<file path="src/rtl/key_debounce_if.sv">
// Key pin and debounced outputs shared by the board/bench (master) and the debouncer (slave).
interface key_debounce_if;
  logic key;
  logic key_state;
  logic key_flag;
  logic key_rls;
  logic key_long;

  modport master (
    output key,
    input  key_state,
    input  key_flag,
    input  key_rls,
    input  key_long
  );

  modport slave (
    input  key,
    output key_state,
    output key_flag,
    output key_rls,
    output key_long
  );
endinterface

</file>
<file path="src/rtl/key_debounce.sv">
// Push-button debouncer: 2-FF sync, four-state filter FSM, level plus press/release strobes.
// Define KEY_LONG_PRESS_EN to add the one-shot long-press pulse on key_long.
module key_debounce #(
  parameter int   CNT_MAX  = 999_999,
  parameter logic KEY_ACT  = 1'b0,
  parameter int   LONG_MAX = 49_999_999
) (
  input  logic           sys_clk,
  input  logic           sys_rst,
  key_debounce_if.slave  bus
);

  localparam int CW = (CNT_MAX > 0) ? $clog2(CNT_MAX + 1) : 1;
  localparam logic [CW-1:0] CNT_LAST = CW'(CNT_MAX);

  typedef enum logic [1:0] {
    IDLE    = 2'd0,
    P_FILT  = 2'd1,
    PRESSED = 2'd2,
    R_FILT  = 2'd3
  } state_t;

  state_t        r_fsm;
  logic [CW-1:0] r_cnt;
  logic          r_sync0;
  logic          r_sync1;
  logic          r_state;
  logic          r_flag;
  logic          r_rls;
  logic          w_ks;
  logic          w_accept_press;

  // Idle level is ~KEY_ACT so a reset release never looks like a fresh press edge.
  always_ff @(posedge sys_clk or posedge sys_rst) begin
    if (sys_rst) begin
      r_sync0 <= ~KEY_ACT;
      r_sync1 <= ~KEY_ACT;
    end else begin
      r_sync0 <= bus.key;
      r_sync1 <= r_sync0;
    end
  end

  assign w_ks           = (r_sync1 == KEY_ACT);
  assign w_accept_press = (r_fsm == P_FILT) && w_ks && (r_cnt == CNT_LAST);

  always_ff @(posedge sys_clk or posedge sys_rst) begin
    if (sys_rst) begin
      r_fsm   <= IDLE;
      r_cnt   <= '0;
      r_state <= 1'b0;
      r_flag  <= 1'b0;
      r_rls   <= 1'b0;
    end else begin
      r_flag <= 1'b0;
      r_rls  <= 1'b0;
      case (r_fsm)
        IDLE: begin
          if (w_ks) begin
            r_fsm <= P_FILT;
            r_cnt <= '0;
          end
        end
        P_FILT: begin
          if (!w_ks) begin
            r_fsm <= IDLE;
            r_cnt <= '0;
          end else if (r_cnt == CNT_LAST) begin
            r_fsm   <= PRESSED;
            r_flag  <= 1'b1;
            r_state <= 1'b1;
            r_cnt   <= '0;
          end else begin
            r_cnt <= r_cnt + 1'b1;
          end
        end
        PRESSED: begin
          if (!w_ks) begin
            r_fsm <= R_FILT;
            r_cnt <= '0;
          end
        end
        R_FILT: begin
          if (w_ks) begin
            r_fsm <= PRESSED;
            r_cnt <= '0;
          end else if (r_cnt == CNT_LAST) begin
            r_fsm   <= IDLE;
            r_rls   <= 1'b1;
            r_state <= 1'b0;
            r_cnt   <= '0;
          end else begin
            r_cnt <= r_cnt + 1'b1;
          end
        end
        default: begin
          r_fsm <= IDLE;
          r_cnt <= '0;
        end
      endcase
    end
  end

  assign bus.key_state = r_state;
  assign bus.key_flag  = r_flag;
  assign bus.key_rls   = r_rls;

`ifdef KEY_LONG_PRESS_EN
  localparam int LW = (LONG_MAX > 0) ? $clog2(LONG_MAX + 1) : 1;
  localparam logic [LW-1:0] LONG_LAST = LW'(LONG_MAX);

  logic [LW-1:0] r_lcnt;
  logic          r_long_done;
  logic          r_long;

  // Held-time counter survives release bounces; r_long_done limits it to one pulse per press.
  always_ff @(posedge sys_clk or posedge sys_rst) begin
    if (sys_rst) begin
      r_lcnt      <= '0;
      r_long_done <= 1'b0;
      r_long      <= 1'b0;
    end else begin
      r_long <= 1'b0;
      if (w_accept_press || (r_fsm == IDLE)) begin
        r_lcnt      <= '0;
        r_long_done <= 1'b0;
      end else if ((r_fsm == PRESSED) || (r_fsm == R_FILT)) begin
        if (r_lcnt == LONG_LAST) begin
          if (!r_long_done) begin
            r_long      <= 1'b1;
            r_long_done <= 1'b1;
          end
        end else begin
          r_lcnt <= r_lcnt + 1'b1;
        end
      end
    end
  end

  assign bus.key_long = r_long;
`else
  // Always 0 for legal LONG_MAX; the comparison keeps the parameter referenced.
  assign bus.key_long = (LONG_MAX < 0);
`endif

endmodule

</file>
<file path="src/flat_wrapper.sv">
// flat-port wrapper written by rule: the top's interface ports become plain ports
module key_debounce_flat 
#(
  parameter int   CNT_MAX  = 999_999,
  parameter logic KEY_ACT  = 1'b0,
  parameter int   LONG_MAX = 49_999_999
)
  (sys_clk, sys_rst, bus_key, bus_key_state, bus_key_flag, bus_key_rls, bus_key_long);
  key_debounce_if bus_i ();
  input  logic sys_clk;
  input  logic sys_rst;
  input wire logic [$bits(bus_i.key)-1:0] bus_key;
  output wire logic [$bits(bus_i.key_state)-1:0] bus_key_state;
  output wire logic [$bits(bus_i.key_flag)-1:0] bus_key_flag;
  output wire logic [$bits(bus_i.key_rls)-1:0] bus_key_rls;
  output wire logic [$bits(bus_i.key_long)-1:0] bus_key_long;
  assign bus_i.key = bus_key;
  assign bus_key_state = bus_i.key_state;
  assign bus_key_flag = bus_i.key_flag;
  assign bus_key_rls = bus_i.key_rls;
  assign bus_key_long = bus_i.key_long;
  key_debounce #(.CNT_MAX(CNT_MAX), .KEY_ACT(KEY_ACT), .LONG_MAX(LONG_MAX)) u_core (.sys_clk(sys_clk), .sys_rst(sys_rst), .bus(bus_i));
endmodule
</file>
<file path="config.mk">
export PLATFORM = sky130hd
export DESIGN_NAME = key_debounce_flat
export DESIGN_NICKNAME = d
export VERILOG_FILES = /design/src/rtl/key_debounce_if.sv /design/src/rtl/key_debounce.sv /design/src/flat_wrapper.sv
export SDC_FILE = /design/constraint.sdc
export NUM_CORES = 1
export LEC_CHECK = 0
export ABC_AREA = 1
export CAP_MARGIN = 20
export CORE_MARGIN = 5
export CORE_UTILIZATION = 25
export CTS_BUF_LIST = sky130_fd_sc_hd__clkbuf_4
export DETAILED_ROUTE_END_ITERATION = 10
export PLACE_DENSITY = 0.48
export SETUP_SLACK_MARGIN = 0.02
export SLEW_MARGIN = 30
export SYNTH_ARGS = -nofsm -noshare
export SYNTH_HDL_FRONTEND = slang
export SYNTH_SLANG_ARGS = --single-unit
export TNS_END_PERCENT = 1
</file>
<file path="constraint.sdc">
create_clock -name sys_clk -period 2 [get_ports sys_clk]
set_input_delay 0.5 -clock sys_clk [delete_from_list [all_inputs] [get_ports sys_clk]]
set_output_delay 0.5 -clock sys_clk [all_outputs]
set_load 0.01 [all_outputs]
</file>
Word-level counts from Yosys, hierarchy flattened
Index checks and enable logic that the tools add are counted.

word-level totals
  bits in registers = 27
  input port bits = 3
  word-level logic and storage cells = 48

cells by class
  $add $sub $neg = 1
  eq/ne operators = 12
  multiplexer cells = 23
  reductions and logical operators = 5

operators with widths
  cell                   number
  $mux 20                5
  $pmux 20 s4            1
  $add 20x1->20 const B  1
  $eq 20x20->1 const B   1
  $mux 2                 6
  $mux 1                 9
  $pmux 2 s4             1
  $ne 2x1->1 const B     3
  $ne 2x2->1 const B     3
  $reduce_and 5->1       1
  $eq 2x2->1 const B     2
  $reduce_and 4->1       1
  $ne 3x2->1 const B     1
  $ne 3x3->1 const B     1
  $eq 2x1->1 const B     1
  $logic_not 2->1        1
  $pmux 1 s2             1
  $reduce_and 2->1       1
  $reduce_bool 2->1      1

Logic depth before layout (Yosys ltp)
Gate-level depths: netlist of run 1.

  depth in word-level cells = 4
  depth in mapped cells = 10

Worst setup path before layout of run 1
No wires, ideal clock.

  path type = register to register
  from = register u_core.r_cnt[0]
  to = register u_core.r_cnt[9]
  data arrival time = 1,354 ps
  slack = 521 ps
  cell stages (with the launch flop) = 10
  path buffers = 1
  cells stage by stage = dfrtp_1 ha_1 nand2_2 nor2_4 nand2_4 nor2_4 nand2_4 nand2_4 buf_12 o22ai_2

on the way
  cells in the longest elaborated chain, start to end = 4
  elaborated cells on any way between the ends = 6

ends and longest elaborated chain
  what                                                  line                                    source
  start: declaration                                    key_debounce.sv:24                      logic [CW-1:0] r_cnt;
  start signal: assignment                              key_debounce.sv:74                      r_cnt <= r_cnt + 1'b1;
  start signal: assignment                              key_debounce.sv:93                      r_cnt <= r_cnt + 1'b1;
  $add 20x1->20 / $eq 20x20->1 (equally long branches)  -
  $mux 20 *                                             key_debounce.sv:68, key_debounce.sv:87
  $mux 20, on equally long branches                     key_debounce.sv:84, key_debounce.sv:65
  $pmux 20 s4 *                                         key_debounce.sv:57                      case (r_fsm)

Every way passes the cells marked *; elsewhere a longest branch is shown, timed or not.
A chain may end at the register's enable or synchronous reset.

Worst setup path in the final report of run 1
  from = register u_core.r_state, in the netlist u_core.bus.key_state
  to = output bus_key_state

RTL lines
  what                      line                source
  start: declaration        key_debounce.sv:27  logic r_state;
  start signal: assignment  key_debounce.sv:51  r_state <= 1'b0;
  start signal: assignment  key_debounce.sv:71  r_state <= 1'b1;
  start signal: assignment  key_debounce.sv:90  r_state <= 1'b0;
  end: declaration          flat_wrapper.sv:13  output wire logic [$bits(bus_i.key_state)-1:0] bus_key_state;

No word-level cell between the ends.

==> qor.csv, run 1 <==
metric,value,unit
synth-edff-count,0,
slowest_delay,0.53,ns
synth.ff_latch_count,27,
synth-seq-area-share,0.439,
final.setup_skew,0.00553,ns
seqPwrFrac,0.520,
synth_nets,196,
cp_max_fo,2,
fin_nets,206,
critPathKind,reg2out,
synth_cell_types,32,
max_freq,579,MHz
cp_data_required_time,1.50,ns
drive_above_1_share,0.144,
cts_resized,0,
finalHoldViolCount,0,
fin_crit,1.73,ns
syn_area_per_cell,8.05,um2
worstPathCellList,clkdlybuf4s50_1,
rsz0062_at_grt,no,
cts_buffer_depth,2,
post_cts_buffers,0,
io_buffers,5,
endpoint_kind,primary output,
cellLeakagePower,0.725,nW
fin_crit_sh,0.864,
async_flop_share,1.00,
grt_pass1_vias,1197,
clock-sinks,27,
antenna_found_initial,0,
tritoncts,yes,
tns,0,ns
die_h,88.7,um
start_util,0.260,
dp.final_hpwl,2390,um
reg2regPathDepth,10,
setup_violations,0,
powerDensity,703,nW/um2
max_cap_violations,0,
intPower,771,uW
slowest_stage,clkdlybuf4s50_1,
setup_slack,0.273,ns
drt-initial-drc-count,83,
via_per_inst,4.37,
firstDrtPassIters,4,
core,5960,um2
grt-ovfl-total,0,
num-fill-cells,653,
cp.depth,1,
r2r_slack,0.32,ns
p_comb_frac,0.269,
cts_buffers,3,
htree_levels,1,
fp.dieW,88.7,um
hold-path-cell-count,0,
syn_to_final_growth,10.6,%
crit_arrival,1.23,ns
p_sw_frac,0.359,
syn-instance-count,192,
ys.warnings.count,0,
n_antenna_cell,0,
pre_cts_slack,0.323,ns
wl_per_cell,11.3,um
num_vias,1205,
clk_latency,0.32,ns
vdd_drop_max,308,uV
crit_family,buffers and inverters,
power_frac_clock,0.211,
die_area,7860,um2
place_congestion,0.770,
finalWirelength,3130,um
postRouteAntennaNets,0,
seqCellArea,678,um2
clockRootBuffer,clkbuf_4,
drc,0,
grt_start_max_net_pins,18,
grt_usage,0.0929,
status,finished clean,
ys.flop_type,dfrtp_1,
start_kind,register,
switchingPower,432,uW
path_buf_inv,1,
row_count,28,
drv_slew,0,
grt_pass1_wl,5750,um
syn_area,1550,um2
cts_hold_buf,0,
ios,7,
multi_input_area,753,um2
clkSlewWorstSetupHoldPaths,0.15,ns
hp-class,reg2reg,
[cell usage after synthesis, types with 2 or more instances]
library cell | number | area [um2]
nand2_4 | 3 | 33.8
o21ai_1 | 2 | 10.0
nand3_1 | 12 | 60.1
dfrtp_1 | 25 | 626
xnor2_1 | 3 | 26.3
o21ai_0 | 11 | 55.1
nand4_1 | 5 | 31.3
dfstp_2 | 2 | 52.6
nand2_2 | 3 | 18.8
inv_1 | 21 | 78.8
o21ai_2 | 5 | 43.8
nor2_4 | 3 | 33.8
nor2_1 | 19 | 71.3
xor2_1 | 6 | 52.6
o22ai_1 | 4 | 25.0
nand2_1 | 49 | 184
nor2_2 | 2 | 12.5
a21oi_1 | 2 | 10.0
nor3_1 | 2 | 10.0
[cell type report]
cell class / count / share of cell area
multi-input combinational: 140 / 0.440
sequential: 27 / 0.396
tap: 75 / 0.0549
inverter: 22 / 0.0483
clock buffer: 4 / 0.0176
timing repair buffer: 8 / 0.0424
[flip-flops by register name, summed over array words and instances (netlist names), named ones only]
| name | cells |
|---|---|
| u_core.r_cnt | 20 |
| u_core.bus.key_flag | 1 |
| u_core.bus.key_rls | 1 |
| u_core.bus.key_state | 1 |
| u_core.r_fsm | 1 |
| u_core.r_sync0 | 1 |
| u_core.r_sync1 | 1 |
[cell families (layout without fill, tap and decap cells)]
logic type / after synthesis / count (layout) / share of synthesized area
compound gates: 29 / 29 / 0.121
xor+xnor: 9 / 9 / 0.0510
fa+ha+maj: 1 / 1 / 0.00809
buf+inv: 25 / 34 / 0.0744
flops: 27 / 27 / 0.439
other cells: 1 / 1 / 0.00242
simple gates: 100 / 100 / 0.305
[path summary, 6_finish.rpt]
| kind | start | to |
|---|---|---|
| max reg2reg | u_core.r_cnt[0] | register |
| max | u_core.bus.key_state | bus_key_state |
| min | u_core.r_sync0 | u_core.r_sync1 |
| max in group asynchronous | sys_rst | u_core.r_sync1 |
| min reg2reg | u_core.r_sync0 | u_core.r_sync1 |
| min in group asynchronous | sys_rst | u_core.bus.key_state |
[power groups by stage]
stage	clock network [mW]	logic, mW	registers (mW)
finish	0.254	0.323	0.626
global route	0.289	0.369	0.634
CTS	0.268	0.337	0.628
detailed placement	0	0.338	0.638
global placement	0	0.338	0.637
floorplan	0	0.282	0.626
[metal layers]
| metal | vias to the layer above | share of wire | global-route usage |
|---|---|---|---|
| li1 | 639 | - | - |
| met1 | 555 | 0.48 | 0.126 |
| met2 | 9 | 0.48 | 0.148 |
| met3 | 2 | 0.032 | 0.0196 |
| met4 | 0 | 0.0080 | 0.0288 |
| met5 | - | 0 | 0 |
[stage by stage]
stage               cells  hold WS [ns]  instance area, um2  utilization  total power, mW
floorplan             192         0.345                1550            -            0.907
global placement      272         0.346                1680        0.282            0.975
detailed placement    272         0.353                1680        0.282            0.976
CTS                   276         0.373                1710        0.287             1.23
global route          276         0.377                1710        0.287             1.29
finish                276         0.371                1710        0.287             1.20
[layout by cell type, fill, tap and decap left out, types with 2 or more instances in the layout]
cell type,count
clkbuf_4,4
nor2_4,3
a21oi_1,2
xnor2_1,3
inv_1,21
nand4_1,5
nor3_1,2
clkdlybuf4s50_1,5
nand2_1,49
o21ai_0,11
o21ai_1,2
dfrtp_1,25
nand2_4,3
buf_4,3
xor2_1,6
o22ai_1,4
nor2_2,2
nor2_1,19
nand2_2,3
nand3_1,12
dfstp_2,2
o21ai_2,5
Power figures use the tool's default switching activity.
==> inputs of run 2 (changes only) <==
--- a/config.mk
+++ b/config.mk
@@ -11,9 +11,9 @@
 export CORE_UTILIZATION = 25
 export CTS_BUF_LIST = sky130_fd_sc_hd__clkbuf_4
 export DETAILED_ROUTE_END_ITERATION = 10
+export GPL_ROUTABILITY_DRIVEN = 0
 export PLACE_DENSITY = 0.48
 export SETUP_SLACK_MARGIN = 0.02
-export SLEW_MARGIN = 30
 export SYNTH_ARGS = -nofsm -noshare
 export SYNTH_HDL_FRONTEND = slang
 export SYNTH_SLANG_ARGS = --single-unit
==> results of run 2 <==
Final layout, timing and power as in run 1 (identical DEF).
